<file path="config.mk">
export PLATFORM = sky130hd
export DESIGN_NAME = traffic_light_multi
export DESIGN_NICKNAME = d
export VERILOG_FILES = /design/src/rtl/traffic_light_pkg.sv /design/src/rtl/tl_next_dir.sv /design/src/rtl/traffic_light_multi.sv
export SDC_FILE = /design/constraint.sdc
export NUM_CORES = 1
export LEC_CHECK = 0
export CAP_MARGIN = 5
export CORE_ASPECT_RATIO = 1.5
export CORE_MARGIN = 8
export CORE_UTILIZATION = 52
export DETAILED_ROUTE_END_ITERATION = 10
export GPL_ROUTABILITY_DRIVEN = 0
export PLACE_DENSITY = 0.87
export RECOVER_POWER = 100
export SYNTH_ARGS = -nofsm -noshare
export SYNTH_HDL_FRONTEND = slang
export SYNTH_HIERARCHICAL = 1
export SYNTH_SLANG_ARGS = --single-unit
export TNS_END_PERCENT = 5
</file>
<file path="constraint.sdc">
create_clock -name clock -period 6.96 [get_ports clock]
set_input_delay 0.696 -clock clock [delete_from_list [all_inputs] [get_ports clock]]
set_output_delay 0.696 -clock clock [all_outputs]
set_load 0.01 [all_outputs]
</file>
<file path="src/rtl/traffic_light_pkg.sv">
// ---------------------------------------------------------------------------
// traffic_light_pkg
// Shared definitions for the multi-approach traffic light controller:
//   - tl_state_e : phase state of the controller FSM
//   - LAMP_*     : one-hot lamp codes driven per approach
//   - max3()     : elaboration helper used to size the phase timer
// ---------------------------------------------------------------------------
package traffic_light_pkg;

  typedef enum logic [1:0] {
    ST_GREEN  = 2'd0,  // owner approach green
    ST_YELLOW = 2'd1,  // owner approach yellow
    ST_ALLRED = 2'd2,  // every approach red
    ST_EGREEN = 2'd3   // emergency approach held green
  } tl_state_e;

  localparam logic [2:0] LAMP_GREEN  = 3'b001;
  localparam logic [2:0] LAMP_YELLOW = 3'b010;
  localparam logic [2:0] LAMP_RED    = 3'b100;

  function automatic int max3(input int a, input int b, input int c);
    int m;
    m = (a > b) ? a : b;
    return (m > c) ? m : c;
  endfunction

endpackage

</file>
<file path="src/rtl/tl_next_dir.sv">
// ---------------------------------------------------------------------------
// tl_next_dir
// Combinational round-robin search: starting after the current owner, return
// the first approach with a nonzero vehicle count. When every other approach
// is empty the plain successor (cur+1 mod N_DIR) is returned.
// Ports:
//   i_queue : packed counts, approach i at [i*CNT_W +: CNT_W]
//   i_cur   : current owner approach
//   o_nxt   : selected next approach
// ---------------------------------------------------------------------------
module tl_next_dir
  import traffic_light_pkg::*;
#(
  parameter int N_DIR = 4,
  parameter int CNT_W = 8,
  localparam int DIR_W = $clog2(N_DIR)
) (
  input  logic [N_DIR*CNT_W-1:0] i_queue,
  input  logic [DIR_W-1:0]       i_cur,
  output logic [DIR_W-1:0]       o_nxt
);

  logic [CNT_W-1:0] w_q [N_DIR];
  logic             w_found;
  logic [DIR_W-1:0] w_idx;

  for (genvar g = 0; g < N_DIR; g++) begin : g_unpack
    assign w_q[g] = i_queue[g*CNT_W +: CNT_W];
  end

  // Offsets 1..N_DIR-1 walk the ring once, never revisiting the owner.
  always_comb begin
    w_found = 1'b0;
    w_idx   = '0;
    o_nxt   = DIR_W'((32'(i_cur) + 32'd1) % N_DIR);
    for (int k = 1; k < N_DIR; k++) begin
      w_idx = DIR_W'((32'(i_cur) + 32'(k)) % N_DIR);
      if (!w_found && (w_q[w_idx] != '0)) begin
        o_nxt   = w_idx;
        w_found = 1'b1;
      end
    end
  end

endmodule

</file>
<file path="src/rtl/traffic_light_multi.sv">
// ---------------------------------------------------------------------------
// traffic_light_multi
// Demand-aware round-robin traffic light for N_DIR approaches with green
// extension on heavy queues and level-sensitive emergency preemption.
// Ports:
//   clock        : rising-edge clock
//   reset        : asynchronous, active-high; forces approach 0 green
//   queue        : packed vehicle counts, approach i at [i*CNT_W +: CNT_W]
//   emerg_req    : level request for emergency preemption
//   emerg_dir    : approach to serve while emerg_req is high
//   lights       : packed one-hot lamp code per approach, approach i at [i*3 +: 3]
//   cur_dir      : approach currently owning the phase
//   emerg_active : high while the preemption green is held
// All outputs decode from registered state only.
// ---------------------------------------------------------------------------
module traffic_light_multi
  import traffic_light_pkg::*;
#(
  parameter int N_DIR    = 4,
  parameter int CNT_W    = 8,
  parameter int GREEN_T  = 5,
  parameter int YELLOW_T = 1,
  parameter int ALLRED_T = 1,
  parameter int EXT_HI   = 4,
  parameter int EXT_LO   = 2
) (
  input  logic                       clock,
  input  logic                       reset,
  input  logic [N_DIR*CNT_W-1:0]     queue,
  input  logic                       emerg_req,
  input  logic [$clog2(N_DIR)-1:0]   emerg_dir,
  output logic [N_DIR*3-1:0]         lights,
  output logic [$clog2(N_DIR)-1:0]   cur_dir,
  output logic                       emerg_active
);

  localparam int DIR_W = $clog2(N_DIR);
  localparam int TMR_W = $clog2(max3(GREEN_T, YELLOW_T, ALLRED_T) + 1);
  localparam int EXT_W = $clog2(EXT_HI + 1);
  localparam int CMP_W = CNT_W + 3;

  tl_state_e        r_state, w_state_nxt;
  logic [DIR_W-1:0] r_cur, w_cur_nxt;
  logic [DIR_W-1:0] r_nxt, w_nxt_latch;
  logic [TMR_W-1:0] r_timer, w_timer_nxt;
  logic [EXT_W-1:0] r_ext, w_ext_nxt;

  logic [DIR_W-1:0] w_rr_nxt;
  logic [CNT_W-1:0] w_q [N_DIR];
  logic [CMP_W-1:0] w_q_cur, w_q_nxt_x2, w_q_nxt_x4;
  logic             w_emerg_ok, w_ext_hi, w_ext_lo;
  logic             w_green_done, w_yellow_done, w_allred_done;
  logic [2:0]       w_lamp;

  for (genvar g = 0; g < N_DIR; g++) begin : g_unpack
    assign w_q[g] = queue[g*CNT_W +: CNT_W];
  end

  tl_next_dir #(
    .N_DIR (N_DIR),
    .CNT_W (CNT_W)
  ) u_next_dir (
    .i_queue (queue),
    .i_cur   (r_cur),
    .o_nxt   (w_rr_nxt)
  );

  // Requests naming a non-existent approach are dropped entirely.
  assign w_emerg_ok = emerg_req && (32'(emerg_dir) < N_DIR);

  // Ratio tests as shifts at CNT_W+3 bits, so 4*q_nxt cannot overflow.
  assign w_q_cur    = {3'b000, w_q[r_cur]};
  assign w_q_nxt_x2 = {2'b00, w_q[w_rr_nxt], 1'b0};
  assign w_q_nxt_x4 = {1'b0, w_q[w_rr_nxt], 2'b00};
  assign w_ext_hi   = (w_q_cur > w_q_nxt_x4) && (r_ext < EXT_W'(EXT_HI));
  assign w_ext_lo   = (w_q_cur > w_q_nxt_x2) && (r_ext < EXT_W'(EXT_LO));

  assign w_green_done  = (r_timer == TMR_W'(GREEN_T - 1));
  assign w_yellow_done = (r_timer == TMR_W'(YELLOW_T - 1));
  assign w_allred_done = (r_timer == TMR_W'(ALLRED_T - 1));

  // State register
  always_ff @(posedge clock or posedge reset) begin
    if (reset) begin
      r_state <= ST_GREEN;
      r_cur   <= '0;
      r_nxt   <= '0;
      r_timer <= '0;
      r_ext   <= '0;
    end else begin
      r_state <= w_state_nxt;
      r_cur   <= w_cur_nxt;
      r_nxt   <= w_nxt_latch;
      r_timer <= w_timer_nxt;
      r_ext   <= w_ext_nxt;
    end
  end

  // Next-state logic
  always_comb begin
    w_state_nxt = r_state;
    w_cur_nxt   = r_cur;
    w_nxt_latch = r_nxt;
    w_timer_nxt = r_timer + 1'b1;
    w_ext_nxt   = r_ext;
    unique case (r_state)
      ST_GREEN: begin
        // Preemption is checked first so it beats any extension decision.
        if (w_emerg_ok) begin
          w_timer_nxt = '0;
          w_ext_nxt   = '0;
          if (emerg_dir == r_cur) begin
            w_state_nxt = ST_EGREEN;
          end else begin
            w_state_nxt = ST_YELLOW;
            w_nxt_latch = w_rr_nxt;
          end
        end else if (w_green_done) begin
          w_timer_nxt = '0;
          if (w_ext_hi || w_ext_lo) begin
            w_ext_nxt = r_ext + 1'b1;
          end else begin
            w_state_nxt = ST_YELLOW;
            w_ext_nxt   = '0;
            w_nxt_latch = w_rr_nxt;
          end
        end
      end
      ST_YELLOW: begin
        if (w_yellow_done) begin
          w_state_nxt = ST_ALLRED;
          w_timer_nxt = '0;
        end
      end
      ST_ALLRED: begin
        // A request still (or newly) present here decides the next owner.
        if (w_allred_done) begin
          w_timer_nxt = '0;
          if (w_emerg_ok) begin
            w_state_nxt = ST_EGREEN;
            w_cur_nxt   = emerg_dir;
            w_ext_nxt   = '0;
          end else begin
            w_state_nxt = ST_GREEN;
            w_cur_nxt   = r_nxt;
          end
        end
      end
      ST_EGREEN: begin
        // Timer parked at zero: the hold length is unbounded.
        w_timer_nxt = '0;
        if (!emerg_req) begin
          w_state_nxt = ST_YELLOW;
          w_nxt_latch = w_rr_nxt;
        end
      end
      default: begin
        w_state_nxt = ST_GREEN;
        w_timer_nxt = '0;
      end
    endcase
  end

  // Output decode
  always_comb begin
    w_lamp = LAMP_RED;
    unique case (r_state)
      ST_GREEN, ST_EGREEN: w_lamp = LAMP_GREEN;
      ST_YELLOW:           w_lamp = LAMP_YELLOW;
      default:             w_lamp = LAMP_RED;
    endcase
    for (int i = 0; i < N_DIR; i++) begin
      lights[i*3 +: 3] = (DIR_W'(i) == r_cur) ? w_lamp : LAMP_RED;
    end
    cur_dir      = r_cur;
    emerg_active = (r_state == ST_EGREEN);
  end

endmodule

</file>
==> reports/results.md <==
| Group | Result | Reported |
|---|---|---|
| pwr | Net switching fraction of the power | 46.7% |
| synthesis | Post-Syn Area per Cell | 9.48 um2 |
| floorplan | Count of pins on the block boundary | 52 |
| timing | Total Neg Setup Slack | 0 ns |
| cts | Clock-pin slew on the worst setup and hold paths | 0.06 ns |
| global routing | GRT Max-Usage Layer | met2 |
| placed design | Dpl hpwl | 4.27 mm |
| finish | Antenna fix cells | 0 |
| worst hold path | Tightest Hold Check Type | flop to flop |
| worst setup path | Cell chain of the critical path | dlygate4sd3_1 > or4_1 > or2_0 > a21oi_1 > o31a_1 > mux4_2 > inv_1 > ha_1 > a21oi_1 > a21oi_1 > a2111oi_0 > nor3_1 > o21ai_0 > nand3_2 > mux2_1 |
| floorplan | DIE WIDTH | 63.2 um |
| status | Result of the run | completed |
| finish | Layout Area Growth over Synthesis | 32.9% |
| cts | TritonCTS clock tree | built |
| synthesis | Cell with the most instances after synthesis | ha_1 |
| worst setup path | Type of the worst setup path | input port to flop |
| synthesis | Top cells by area, synth | mux4_2, dfrtp_1, ha_1 |
| routing | DRC violation total after the first TritonRoute iteration | 92 |
| placed design | Post-placement cell area | 2260 um2 |
| worst setup path | Largest fanout of any net on the critical path | 9 |
| timing | Unrepaired setup endpoints after global routing | false |
| routing | Wire per inst | 19.4 um |
| routing | Vias | 1710 |
| synthesis | Number of synthesized register bits | 12 |
| timing | Final setup viols | 0 |
| pwr | Proportion of power drawn by combinational gates | 75.6% |
| timing | Worst max-slew margin expressed relative to the limit | 35.2% |
| global routing | Number of global-route vias before repair | 1837 |
| timing | Clock tree skew after final layout | 0.00859 ns |
| routing | Vias per Instance | 6.38 |
| global routing | Largest net degree at the start of global routing | 29 |
| global routing | Global Route Usage Sum | 19.2% |
| worst setup path | Master of the slowest instance on the critical path | dlygate4sd3_1 |
| worst setup path | Critical path required time | 7.07 ns |
| pwr | Power per unit of standard cell area | 411 nW/um2 |
| cts | Hold_buf cts | 0 |
| global routing | Total gr overflow | 0 |
| global routing | Global-route wire length before repair | 8.65 mm |
| placed design | Port-buffer cells | 51 |
| timing | Number of slew-limit violations in the final report | 0 |
| timing | Post-layout minimum cycle time | 5.33 ns |
| floorplan | Die outline area | 5480 um2 |
| pwr | Share of power burned in registers | 16.3% |
| worst setup path | Gate family responsible for the most delay along the worst path | compound AO/OA/AOI/OAI gates |
| synthesis | Fraction of registers with async set/reset | 100% |
| floorplan | Placeable Area | 3160 um2 |
| cts | Root buffer cell | clkbuf_8 |
| worst setup path | Kind of end point of the critical path | flop |
| pwr | Internal portion of total power | 505 uW |
| pwr | Maximum vdd ir drop | 0.367 mV |
| synthesis | Primary FF master, synth | dfrtp_1 |
| synthesis | Yosys top cell by area | mux4_2 |
| pwr | Psw | 443 uW |
| synthesis | Yosys top cell area share | 19.5% |
| synthesis | Proportion of synthesized chip area in sequential cells | 17.3% |
| routing | Wire length reported by the detailed router | 5.19 mm |
| routing | # DRC | 0 |
| cts | Clock sink count | 12 |
| finish | Fraction of final layout cells sized beyond drive strength 1 | 11.8% |
| worst setup path | CP startpoint kind | input port |
| cts | Post-CTS repair timing setup buffer count | 0 |
| synthesis | Synthesized instance count | 183 |
| worst setup path | Critical path data arrival time | 5.44 ns |
| global routing | Met2 usage | 35.9% |
| routing | Routed Antenna Nets | 0 |
| timing | Tightest Pin Transition | 0.972 ns |
| run | Max-cap violations | 0 |
| cts | Resized Gates After CTS | 0 |
| global routing | GRT met1 Usage | 19.5% |
| pwr | Clock share of power | 8.0% |
| routing | Iteration count of the initial detailed-routing pass | 4 |
| timing | Max frequency | 188 MHz |
| floorplan | Starting utilization of the core area | 54.9% |
| cts | Clock Path Buffers | 2 |
| pwr | Cell leakage power | 0.958 nW |
| cts | Clock latency of the later-clocked register in the worst-skew pair | 0.25 ns |
| finish | Number of inserted filler cells in the final layout | 240 |
| cts | Number of levels in the clock H-tree | 1 |
| floorplan | Placement Rows | 25 |
| finish | Fin nets | 286 |
| cts | Number of buffers created by CTS | 3 |
| synthesis | Count of flip-flops with a built-in enable after synthesis | 0 |
| synthesis | Post-synth cell types | 48 |
| synthesis | Number of warnings issued by yosys | 6 |
| synthesis | Leading cell types by count after synthesis | ha_1, inv_1, mux4_2 |
| global routing | Initial antenna violation count | 0 |
| timing | Fin. Hold Viols | 0 |
| worst setup path | Bufs and invs on worst path | 2 |
| timing | Tcrit/Tclk final | 76.6% |
| synthesis | Netlist area before placement | 1740 um2 |
| global routing | GR Util met3 | 3.35% |
| synthesis | Mapped Nets | 240 |
| worst setup path | Delay of the slowest cell on the worst path | 0.59 ns |
| finish | Post-Layout Inst Area | 2310 um2 |
| floorplan | Vertical extent of the die | 86.8 um |
| worst setup path | Crit-path most repeated cell | a21oi_1 |
## cell usage in the layout, fill, tap and decap left out, types with 3 or more instances in the layout
cell type	instances
a211oi_1	4
dlygate4sd3_1	18
nand2_1	10
nor3_1	5
nor2_1	8
nor4_1	4
clkbuf_8	4
nand2b_1	6
nor3b_1	3
nand3_1	4
mux4_2	15
or4_1	3
ha_1	20
clkdlybuf4s50_1	33
mux2_1	3
dfrtp_1	12
o21ai_0	7
inv_1	17
a21oi_1	11
## cell families after synthesis
logic type,Yosys count,share of synthesized area (%)
xor+xnor,3,1.51
mux,22,24.7
flops,12,17.3
fa+ha+maj,20,14.4
buf+inv,27,5.98
simple gates,59,20.0
compound gates,40,16.0
## sequential cells by signal (all words and copies together) (netlist names)
register	cells
r_nxt	2
r_state	2
r_timer	3
r_ext	3
cur_dir	2
## layout make-up
type / instances / area, um2 / area share, %
tap: 40 / 50.0 / 2.17
timing repair buffer: 51 / 510 / 22.1
sequential: 12 / 300 / 13.0
multi-input combinational: 144 / 1330 / 57.5
clock buffer: 4 / 55.1 / 2.39
inverter: 17 / 63.8 / 2.77
## stage by stage
stage / utilization [%] / total power, mW / cells / worst slack [ns] / hold slack (ns)
2_1_floorplan: - / 0.672 / 183 / 2.74 / 0.433
4_1_cts: 73.1 / 0.972 / 268 / 2.00 / 0.476
3_3_place_gp: 71.4 / 0.866 / 264 / 1.90 / 0.456
6_report: 73.0 / 0.948 / 268 / 1.63 / 0.482
3_5_place_dp: 71.4 / 0.889 / 264 / 1.77 / 0.469
5_1_grt: 73.0 / 1.04 / 268 / 1.25 / 0.510
## final timing paths
kind	from	endpoint	depth (start not counted)	slack, ns
min	r_timer[0]	r_timer[0]	1	0.48
max	queue[20]	r_nxt[0]	15	1.63
max reg2reg	cur_dir[0]	r_nxt[0]	12	2.59
max in group asynchronous	reset	r_state[1]	2	5.74
min in group asynchronous	reset	r_timer[2]	2	0.90
min reg2reg	r_timer[0]	r_timer[0]	1	0.48
## metal layers
layer / vias up / share of wire (%) / routed length (um)
met4: 0 / 4.7 / 244
li1: 795 / - / -
met2: 80 / 52 / 2730
met3: 23 / 5.3 / 277
met5: - / 0 / 0
met1: 812 / 37 / 1950
## power by group through the flow
stage | clock, mW | combinational, mW | sequential, mW
6_report | 0.0760 | 0.717 | 0.155
3_5_place_dp | 0 | 0.732 | 0.157
5_1_grt | 0.0791 | 0.801 | 0.163
3_3_place_gp | 0 | 0.712 | 0.154
4_1_cts | 0.0758 | 0.740 | 0.156
2_1_floorplan | 0 | 0.553 | 0.118
(Power assumes the default switching activity.)
